**config.mk**
```make
export PLATFORM = sky130hd
export DESIGN_NAME = seven_seg_ascii_scan
export DESIGN_NICKNAME = d
export VERILOG_FILES = /design/src/rtl/seven_seg_ascii_scan.sv
export SDC_FILE = /design/constraint.sdc
export NUM_CORES = 1
export LEC_CHECK = 0
export BUFFER_PORTS_ARGS = -buffer_cell sky130_fd_sc_hd__buf_4
export CAP_MARGIN = 20
export CORE_MARGIN = 2
export CORE_UTILIZATION = 58
export DETAILED_ROUTE_END_ITERATION = 8
export GPL_TIMING_DRIVEN = 0
export PLACE_DENSITY = 0.77
export SYNTH_ARGS = -nofsm -noshare
export SYNTH_HDL_FRONTEND = slang
export SYNTH_SLANG_ARGS = --single-unit
```
**constraint.sdc**
```tcl
create_clock -name CLK -period 3.5 [get_ports CLK]
set_input_delay 0.175 -clock CLK [delete_from_list [all_inputs] [get_ports CLK]]
set_output_delay 0.175 -clock CLK [all_outputs]
set_load 0.05 [all_outputs]
```
**src/rtl/seven_seg_ascii_scan.sv**
```systemverilog
// Scans a 4-character ASCII word onto a 4-digit common-anode 7-segment display.
// The word is latched only at frame boundaries, with ghost blanking and an optional blink.
module seven_seg_ascii_scan #(
    parameter int DIV        = 100000,
    parameter int BLANK      = 1000,
    parameter int BLINK_HALF = 128
) (
    input  logic        CLK,
    input  logic        RST,
    input  logic [31:0] WORD,
    input  logic [3:0]  DOTS,
    input  logic        BLINK,
    output logic [6:0]  SEG,
    output logic [3:0]  AN,
    output logic        DP,
    output logic        FRAME
);
    localparam int CW = $clog2(DIV);
    localparam int FW = (BLINK_HALF > 1) ? $clog2(BLINK_HALF) : 1;

    logic [CW-1:0] cnt;
    logic [1:0]    idx;
    logic [FW-1:0] fcnt;
    logic          phase;
    logic [31:0]   shown;
    logic [3:0]    shown_dots;

    logic          slot_end;
    logic          frame_end;
    logic          blank;
    logic [7:0]    cur_char;
    logic [6:0]    seg_next;
    logic [3:0]    an_next;
    logic          dp_next;

    // Letters fold to lowercase so one table serves both cases.
    function automatic logic [6:0] glyph(input logic [7:0] ch);
        logic [7:0] c;
        c = (ch >= 8'h41 && ch <= 8'h5A) ? (ch | 8'h20) : ch;
        case (c)
            8'h20:   glyph = 7'b1111111;
            8'h2D:   glyph = 7'b0111111;
            8'h5F:   glyph = 7'b1110111;
            8'h30:   glyph = 7'b1000000;
            8'h31:   glyph = 7'b1111001;
            8'h32:   glyph = 7'b0100100;
            8'h33:   glyph = 7'b0110000;
            8'h34:   glyph = 7'b0011001;
            8'h35:   glyph = 7'b0010010;
            8'h36:   glyph = 7'b0000010;
            8'h37:   glyph = 7'b1111000;
            8'h38:   glyph = 7'b0000000;
            8'h39:   glyph = 7'b0010000;
            8'h61:   glyph = 7'b0001000;
            8'h62:   glyph = 7'b0000011;
            8'h63:   glyph = 7'b0100111;
            8'h64:   glyph = 7'b0100001;
            8'h65:   glyph = 7'b0000110;
            8'h66:   glyph = 7'b0001110;
            8'h67:   glyph = 7'b0010000;
            8'h68:   glyph = 7'b0001011;
            8'h69:   glyph = 7'b1111011;
            8'h6A:   glyph = 7'b1100001;
            8'h6C:   glyph = 7'b1000111;
            8'h6E:   glyph = 7'b0101011;
            8'h6F:   glyph = 7'b0100011;
            8'h70:   glyph = 7'b0001100;
            8'h71:   glyph = 7'b0011000;
            8'h72:   glyph = 7'b0101111;
            8'h73:   glyph = 7'b0010010;
            8'h74:   glyph = 7'b0000111;
            8'h75:   glyph = 7'b1100011;
            8'h79:   glyph = 7'b0010001;
            default: glyph = 7'b0110110;
        endcase
    endfunction

    assign slot_end  = (cnt == CW'(DIV - 1));
    assign frame_end = slot_end && (idx == 2'd3);

    always_comb begin
        cur_char = 8'h20;
        case (idx)
            2'd0: cur_char = shown[7:0];
            2'd1: cur_char = shown[15:8];
            2'd2: cur_char = shown[23:16];
            2'd3: cur_char = shown[31:24];
            default: cur_char = 8'h20;
        endcase
    end

    // BLINK is sampled live so dropping it lights the digit on the very next cycle.
    always_comb begin
        blank    = (cnt < CW'(BLANK)) || (BLINK && phase);
        an_next  = 4'b1111;
        seg_next = 7'h7F;
        dp_next  = 1'b1;
        if (!blank) begin
            an_next  = ~(4'b0001 << idx);
            seg_next = glyph(cur_char);
            dp_next  = ~shown_dots[idx];
        end
    end

    always_ff @(posedge CLK or posedge RST) begin
        if (RST) begin
            cnt        <= '0;
            idx        <= 2'd0;
            fcnt       <= '0;
            phase      <= 1'b0;
            shown      <= 32'h20202020;
            shown_dots <= 4'b0000;
        end else begin
            if (slot_end) begin
                cnt <= '0;
                idx <= idx + 2'd1;
            end else begin
                cnt <= cnt + CW'(1);
            end
            if (frame_end) begin
                shown      <= WORD;
                shown_dots <= DOTS;
                if (fcnt == FW'(BLINK_HALF - 1)) begin
                    fcnt  <= '0;
                    phase <= ~phase;
                end else begin
                    fcnt <= fcnt + FW'(1);
                end
            end
        end
    end

    always_ff @(posedge CLK or posedge RST) begin
        if (RST) begin
            AN    <= 4'b1111;
            SEG   <= 7'h7F;
            DP    <= 1'b1;
            FRAME <= 1'b0;
        end else begin
            AN    <= an_next;
            SEG   <= seg_next;
            DP    <= dp_next;
            FRAME <= frame_end;
        end
    end
endmodule

```
==> metrics, run 1 <==
first-pass GRT wire length=between 15 and 20 mm; RSZ-0062 raised after global routing=no; die footprint=7500 um2; reg2reg start=idx[0]$_DFFE_PP0N_; Finish-stage setup viols=0; post-DP HPWL=6.57 mm; Slew HR=0.488; syn nets=approximately 500; # rows=30; leakage=0.00213 uW; fill count=roughly 550; worst reg2reg endpoint=SEG[2]$_DFF_PP1_; starting density of the core=0.593; wire per inst=16.0 um; Hold Crit Start=WORD[8]; initial detailed-routing violation count=189; Power per Cell Area=between 300 and 400 nW/um2; hold-critical path depth=3; die height=~87 um; H-tree lvl count=3; R2R depth=13; GR Util All Layers=0.266; crit path DAT=3.58 ns; number of port buffers=51; Top FF cell, synth=dfrtp_1; post-route ant nets=0; # IOs=52; initial antenna violation count=0; vias in the first global route=3,336; minimum clock period=3.32 ns; routability congestion estimate=just over 0.9; crit path max fanout=10; number of synthesized flops with an enable pin=0; clock sink count=76; critical path endpoint category=flip-flop; hold endpoint=shown[8]$_DFFE_PP0P_; Yosys cell types=46; largest net degree at the start of global routing=42; FFs w/ async S/R, synth=1.00; core area=6680 um2; routed wire length=9.33 mm; post-route clock period utilization=0.949; synthesized area=3960 um2; Via density=5.79; Clk Latency, worst-skew pair=0.35 ns; Post-Layout Cell Count=between 500 and 600; Reg clk slew, reported paths=0.09 ns; Fin. Hold Viols=0; Synth Register Bits=76; # Max-Cap Violations=0; share of layout cells above drive strength 1=0.214; Worst Hold Class=in -> reg; Ant. Diodes=0; Reg2Reg Setup Slack=0.18 ns; Clock Skews=0.0141 ns; CP Class=reg -> reg; CTS max path bufs=2; drt pass-1 iters=5; CTS buffer count=9; fmax=0.301 GHz; number of nets in the layout=550; Root Buffer=clkbuf_8; Syn. warnings=0; CTS tree=done; Slew @ Worst Pin=0.768 ns; CP Launch Type=flip-flop; fin. max-slew vios=0; final setup TNS=0 ns; post-synthesis sequential area ratio=0.485; vias after detailed routing=3,384; Die X=a little under 90 um; Worst VDD drop=0.000252 V; Syn Inst Count=435; DRC=0; Overflow after GRT=0; synthesis-to-layout area growth=17.5%; status=finished, final reports clean; Avg Cell Area, Syn=roughly 9.1 um2; Required @ worst endpoint=3.76 ns; Placed Cells=567
worst max-delay path, cell delays in order (launching register included):
cell	delay [ns]
dfrtp_1	0.44
inv_1	0.13
ha_1	0.21
buf_2	0.18
a222oi_1	0.44
mux2_2	0.33
inv_1	0.12
ha_1	0.21
clkbuf_1	0.23
nor2b_1	0.19
nand4_1	0.12
a31o_2	0.27
and3_1	0.25
o31ai_1	0.10
cells in the mapped netlist, types with 2 or more instances:
cell / count / share of area
clkbuf_1: 6 / 0.0057
dfstp_2: 16 / 0.11
or3_1: 2 / 0.0032
nand3_1: 15 / 0.019
nor4_1: 2 / 0.0032
nand2b_1: 2 / 0.0032
a22oi_1: 5 / 0.0095
mux2i_1: 10 / 0.025
dfrtp_1: 60 / 0.38
and3_1: 8 / 0.013
a211oi_1: 4 / 0.0076
o211ai_1: 3 / 0.0057
nor2b_1: 4 / 0.0063
a21oi_1: 9 / 0.011
nor2_1: 22 / 0.021
buf_4: 3 / 0.0057
xnor2_1: 15 / 0.033
and2_1: 3 / 0.0047
a221oi_1: 2 / 0.0044
nand2_1: 135 / 0.13
inv_1: 13 / 0.012
a21o_1: 3 / 0.0057
a31oi_1: 2 / 0.0032
o31ai_1: 5 / 0.0095
o221ai_1: 2 / 0.0044
o21ai_0: 20 / 0.025
a222oi_1: 6 / 0.015
ha_1: 12 / 0.038
buf_2: 13 / 0.016
xor2_1: 8 / 0.018
nand4_1: 6 / 0.0095
nor3_1: 3 / 0.0038
mux2_2: 3 / 0.0085
routing by layer:
layer  GRT usage  vias to the layer above  wire length (um)
met5           0                        -                 0
met1       0.360                     1624              4180
met2       0.428                      123              4400
met4       0.102                        0               226
li1            -                     1614                 -
met3      0.0514                       23               528
through the flow:
step / utilization / instance area (um2) / hold slack, ns / power (uW) / setup slack (ns)
floorplan: - / 3960 / 0.263 / 908 / 0.798
CTS: 0.696 / 4650 / 0.00147 / 1560 / 0.281
global route: 0.696 / 4650 / 0.00921 / 1600 / 0.00839
global placement: 0.665 / 4440 / 0.373 / 945 / 0.305
finish: 0.696 / 4650 / 0.0106 / 1550 / 0.180
detailed placement: 0.668 / 4470 / 0.233 / 949 / 0.333
placed cells by master, fill, tap and decap left out, types with 2 or more instances in the layout:
master	n
a211oi_1	4
a21o_1	3
a21oi_1	9
a221oi_1	2
a222oi_1	6
a22oi_1	5
a31oi_1	2
and2_1	3
and3_1	8
buf_2	13
buf_4	54
clkbuf_1	7
clkbuf_8	10
clkinvlp_4	3
dfrtp_1	60
dfstp_2	16
ha_1	12
inv_1	12
mux2_2	3
mux2i_1	10
nand2_1	135
nand2b_1	2
nand3_1	15
nand4_1	6
nor2_1	22
nor2b_1	4
nor3_1	3
nor4_1	2
o211ai_1	3
o21ai_0	20
o221ai_1	2
o31ai_1	5
or3_1	2
xnor2_1	15
xor2_1	8
timing repair:
item | in CTS | in global routing
buffers inserted | 0 | 0
hold buffers | 1 | 0
hold endpoints to repair | 27 | 0
resized for setup | 0 | 0
power by group:
part / internal, uW / switching [uW]
Clock: 278 / 337
Combinational: 30.0 / 23.6
Sequential: 878 / 0
Total: 1190 / 360
logic make-up after synthesis:
kind of cell    synth area share
flops                      0.485
compound gates             0.119
xor+xnor                  0.0509
mux                       0.0395
fa+ha+maj                 0.0379
simple gates               0.227
buf+inv                   0.0401
how the worst max path moves through the flow:
stage / start / end / cells after the start
detailed placement: idx[0]$_DFFE_PP0N_ / SEG[2]$_DFF_PP1_ / 13
global placement: idx[0]$_DFFE_PP0N_ / SEG[4]$_DFF_PP1_ / 13
CTS: idx[0]$_DFFE_PP0N_ / SEG[2]$_DFF_PP1_ / 13
finish: idx[0]$_DFFE_PP0N_ / SEG[2]$_DFF_PP1_ / 13
floorplan: idx[0]$_DFFE_PP0N_ / SEG[2]$_DFF_PP1_ / 13
global route: idx[0]$_DFFE_PP0N_ / SEG[5]$_DFF_PP1_ / 13
final cells by class:
type	instances	area (um2)	share of cell area
Timing Repair Buffer	53	413	0.0887
Tap cell	80	100	0.0215
Clock buffer	11	141	0.0304
Clock inverter	5	36.3	0.00780
Sequential cell	76	1920	0.413
Inverter	13	51.3	0.0110
Buffer	22	110	0.0237
Multi-Input combinational cell	324	1880	0.404
sequential cells by signal, indices dropped and copies added, names as in the netlist:
name	count
SEG	7
shown	32
AN	4
idx	2
phase	1
FRAME	1
shown_dots	4
DP	1
fcnt	7
cnt	17
Note: power is estimated with default switching activity, not from simulation.
==> run 2, diff against run 1 <==
--- a/config.mk
+++ b/config.mk
@@ -12,6 +12,7 @@
 export DETAILED_ROUTE_END_ITERATION = 8
 export GPL_TIMING_DRIVEN = 0
 export PLACE_DENSITY = 0.77
+export REMOVE_ABC_BUFFERS = 1
 export SYNTH_ARGS = -nofsm -noshare
 export SYNTH_HDL_FRONTEND = slang
 export SYNTH_SLANG_ARGS = --single-unit
==> run 2 against run 1 <==
Sequential cell count is the same. Sequential power is essentially flat. Critical endpoint is now SEG[5]$_DFF_PP1_. Clock power grew 17%. Register-to-register slack gained 0.12 ns. Non-clock buffer count shrank 15. Core utilization grew 0.28 points. First-iteration DRC count grew 41%. Largest cell class unchanged. Sequential share of layout area shrank 0.17 points. Combinational power grew 0.9%. Total power grew 6.7%. Critical path type unchanged. Wire length shrank 8.7%.
==> metrics, run 2 (same netlist as run 1, synthesis figures left out) <==
Die X=86.6 um; die height=86.6 um; CTS tree=done; sequential share of power=0.532; Sw Ratio=0.222; share of layout cells above drive strength 1=0.207; # rows=30; core area=6680 um2; post-DP HPWL=5.75 mm; H-tree lvl count=3; hold endpoint=shown_dots[3]$_DFFE_PP0P_; synthesis-to-layout area growth=18.0%; Largest register FFs=32; Via density=between 5 and 6; Overflow after GRT=0; minimum clock period=3.20 ns; GR Util All Layers=0.243; number of port buffers=51; Combinational Power Share=0.033; Clock Skews=0.00917 ns; Power per Cell Area=353 nW/um2; Required @ worst endpoint=3.76 ns; slowest CP cell=a22oi_1; vias in the first global route=2,996; Most flops, register=shown; RSZ-0062 raised after global routing=no; crit path max fanout=15; worst reg2reg endpoint=SEG[5]$_DFF_PP1_; Psw=367 uW; fmax=0.313 GHz; CP cell instances=inv_1 -> ha_1 -> a22oi_1 -> a22oi_1 -> o211ai_1 -> a31o_2 -> and3_1 -> o21ai_0; routability congestion estimate=0.890; R2R depth=8; initial detailed-routing violation count=266; slowest cell delay on critical path=0.97 ns; largest registers=shown x32, cnt x17; fin. max-slew vios=0; clock power share=0.435; vias after detailed routing=roughly 3.3k; Hold Crit Start=DOTS[3]; routed wire length=8.52 mm; Root Buffer=clkbuf_8; Clk Latency, worst-skew pair=0.35 ns; # IOs=52; reg2reg start=idx[0]$_DFFE_PP0N_; CP Class=reg -> reg; post-route ant nets=0; CP Launch Type=flip-flop; die footprint=7500 um2; Worst VDD drop=approximately 0.00021 V; P_int=1280 uW; commonest non-fill, non-tap cells in the layout=nand2_1 (135), dfrtp_1 (60), buf_4 (55), nor2_1 (22), o21ai_0 (20); hold-critical path depth=3; # Max-Cap Violations=0; Reg2Reg Setup Slack=0.30 ns; crit-path leading delay family=compound AO/OA/AOI/OAI gates; critical path endpoint category=flip-flop; Ant. Diodes=0; CP Buf/Inv Count=1; post-layout util=0.699; Reg clk slew, reported paths=0.08 ns; number of nets in the layout=535; Power Total=1650 uW; first-pass GRT wire length=14.3 mm; status=finished, final reports clean; starting density of the core=0.593; commonest non-fill, non-tap cell in the layout=nand2_1; clock sink count=between 70 and 80; DRC=0; Slew @ Worst Pin=1.25 ns; wire per inst=15.0 um; final setup TNS=0 ns; Finish-stage setup viols=0; CP most frequent cell=a22oi_1; initial antenna violation count=0; crit path DAT=3.46 ns; leakage=0.00212 uW; CTS max path bufs=2; largest net degree at the start of global routing=72; Worst Hold Class=in -> reg; Fin. Hold Viols=0; Slew HR=0.165; drt pass-1 iters=6; CTS buffer count=9; post-route clock period utilization=0.914
## run 2: worst reg2reg max path, stage by stage, from the launching register on
cell and delay [ns]:
dfrtp_1 0.45, inv_1 0.17, ha_1 0.40, a22oi_1 0.20
a22oi_1 0.97, o211ai_1 0.22, a31o_2 0.32, and3_1 0.25
o21ai_0 0.14
## run 2: layout make-up
| cell class | count | area [um2] |
|---|---|---|
| Fill cell | 508 | 2010 |
| Multi-Input combinational cell | 324 | 1880 |
| Clock buffer | 12 | 155 |
| Inverter | 13 | 51.3 |
| Clock inverter | 4 | 55.1 |
| Tap cell | 80 | 100 |
| Timing Repair Buffer | 60 | 504 |
| Sequential cell | 76 | 1920 |
## run 2: power groups by stage
stage | registers [uW] | clock network, uW | logic, uW
2_1_floorplan | 895 | 0 | 13.1
3_3_place_gp | 895 | 0 | 49.3
3_5_place_dp | 895 | 0 | 54.8
4_1_cts | 878 | 724 | 55.8
5_1_grt | 878 | 758 | 60.5
6_report | 878 | 718 | 54.2
## run 2: per-stage QoR
step | hold WS (ns) | worst slack (ns) | instance area, um2 | std cells
3_5_place_dp | 0.0760 | 0.184 | 4400 | 548
6_report | 0.0116 | 0.302 | 4670 | 569
4_1_cts | 0.00234 | 0.146 | 4620 | 565
3_3_place_gp | 0.371 | -0.117 | 4330 | 544
5_1_grt | 0.00792 | 0.0253 | 4670 | 569
2_1_floorplan | 0.263 | 0.591 | 3850 | 413
## run 2: worst max-delay path by stage
stage / end / cells after the start / slack, ns / startpoint
2_1_floorplan: fcnt[4]$_DFFE_PP0P_ / 5 / 0.59 / cnt[12]$_DFF_PP0_
3_3_place_gp: SEG[5]$_DFF_PP1_ / 8 / -0.12 / idx[0]$_DFFE_PP0N_
3_5_place_dp: SEG[5]$_DFF_PP1_ / 11 / 0.18 / idx[0]$_DFFE_PP0N_
4_1_cts: SEG[5]$_DFF_PP1_ / 11 / 0.15 / idx[0]$_DFFE_PP0N_
5_1_grt: SEG[5]$_DFF_PP1_ / 8 / 0.03 / idx[0]$_DFFE_PP0N_
6_report: SEG[5]$_DFF_PP1_ / 8 / 0.30 / idx[0]$_DFFE_PP0N_
## run 2: what timing repair did
action                                  in CTS  in global routing
hold endpoints to repair                    64                  0
endpoints found under the setup margin       0                  6
buffers inserted                             0                  3
hold buffers                                 1                  0
gates resized for setup                      0                  1
## run 2: layer usage
metal / vias up / GRT usage / part of all wire
met4: 0 / 0.0767 / 0.014
li1: 1583 / - / -
met3: 11 / 0.0476 / 0.055
met1: 1555 / 0.351 / 0.48
met5: - / 0 / 0
met2: 118 / 0.373 / 0.45
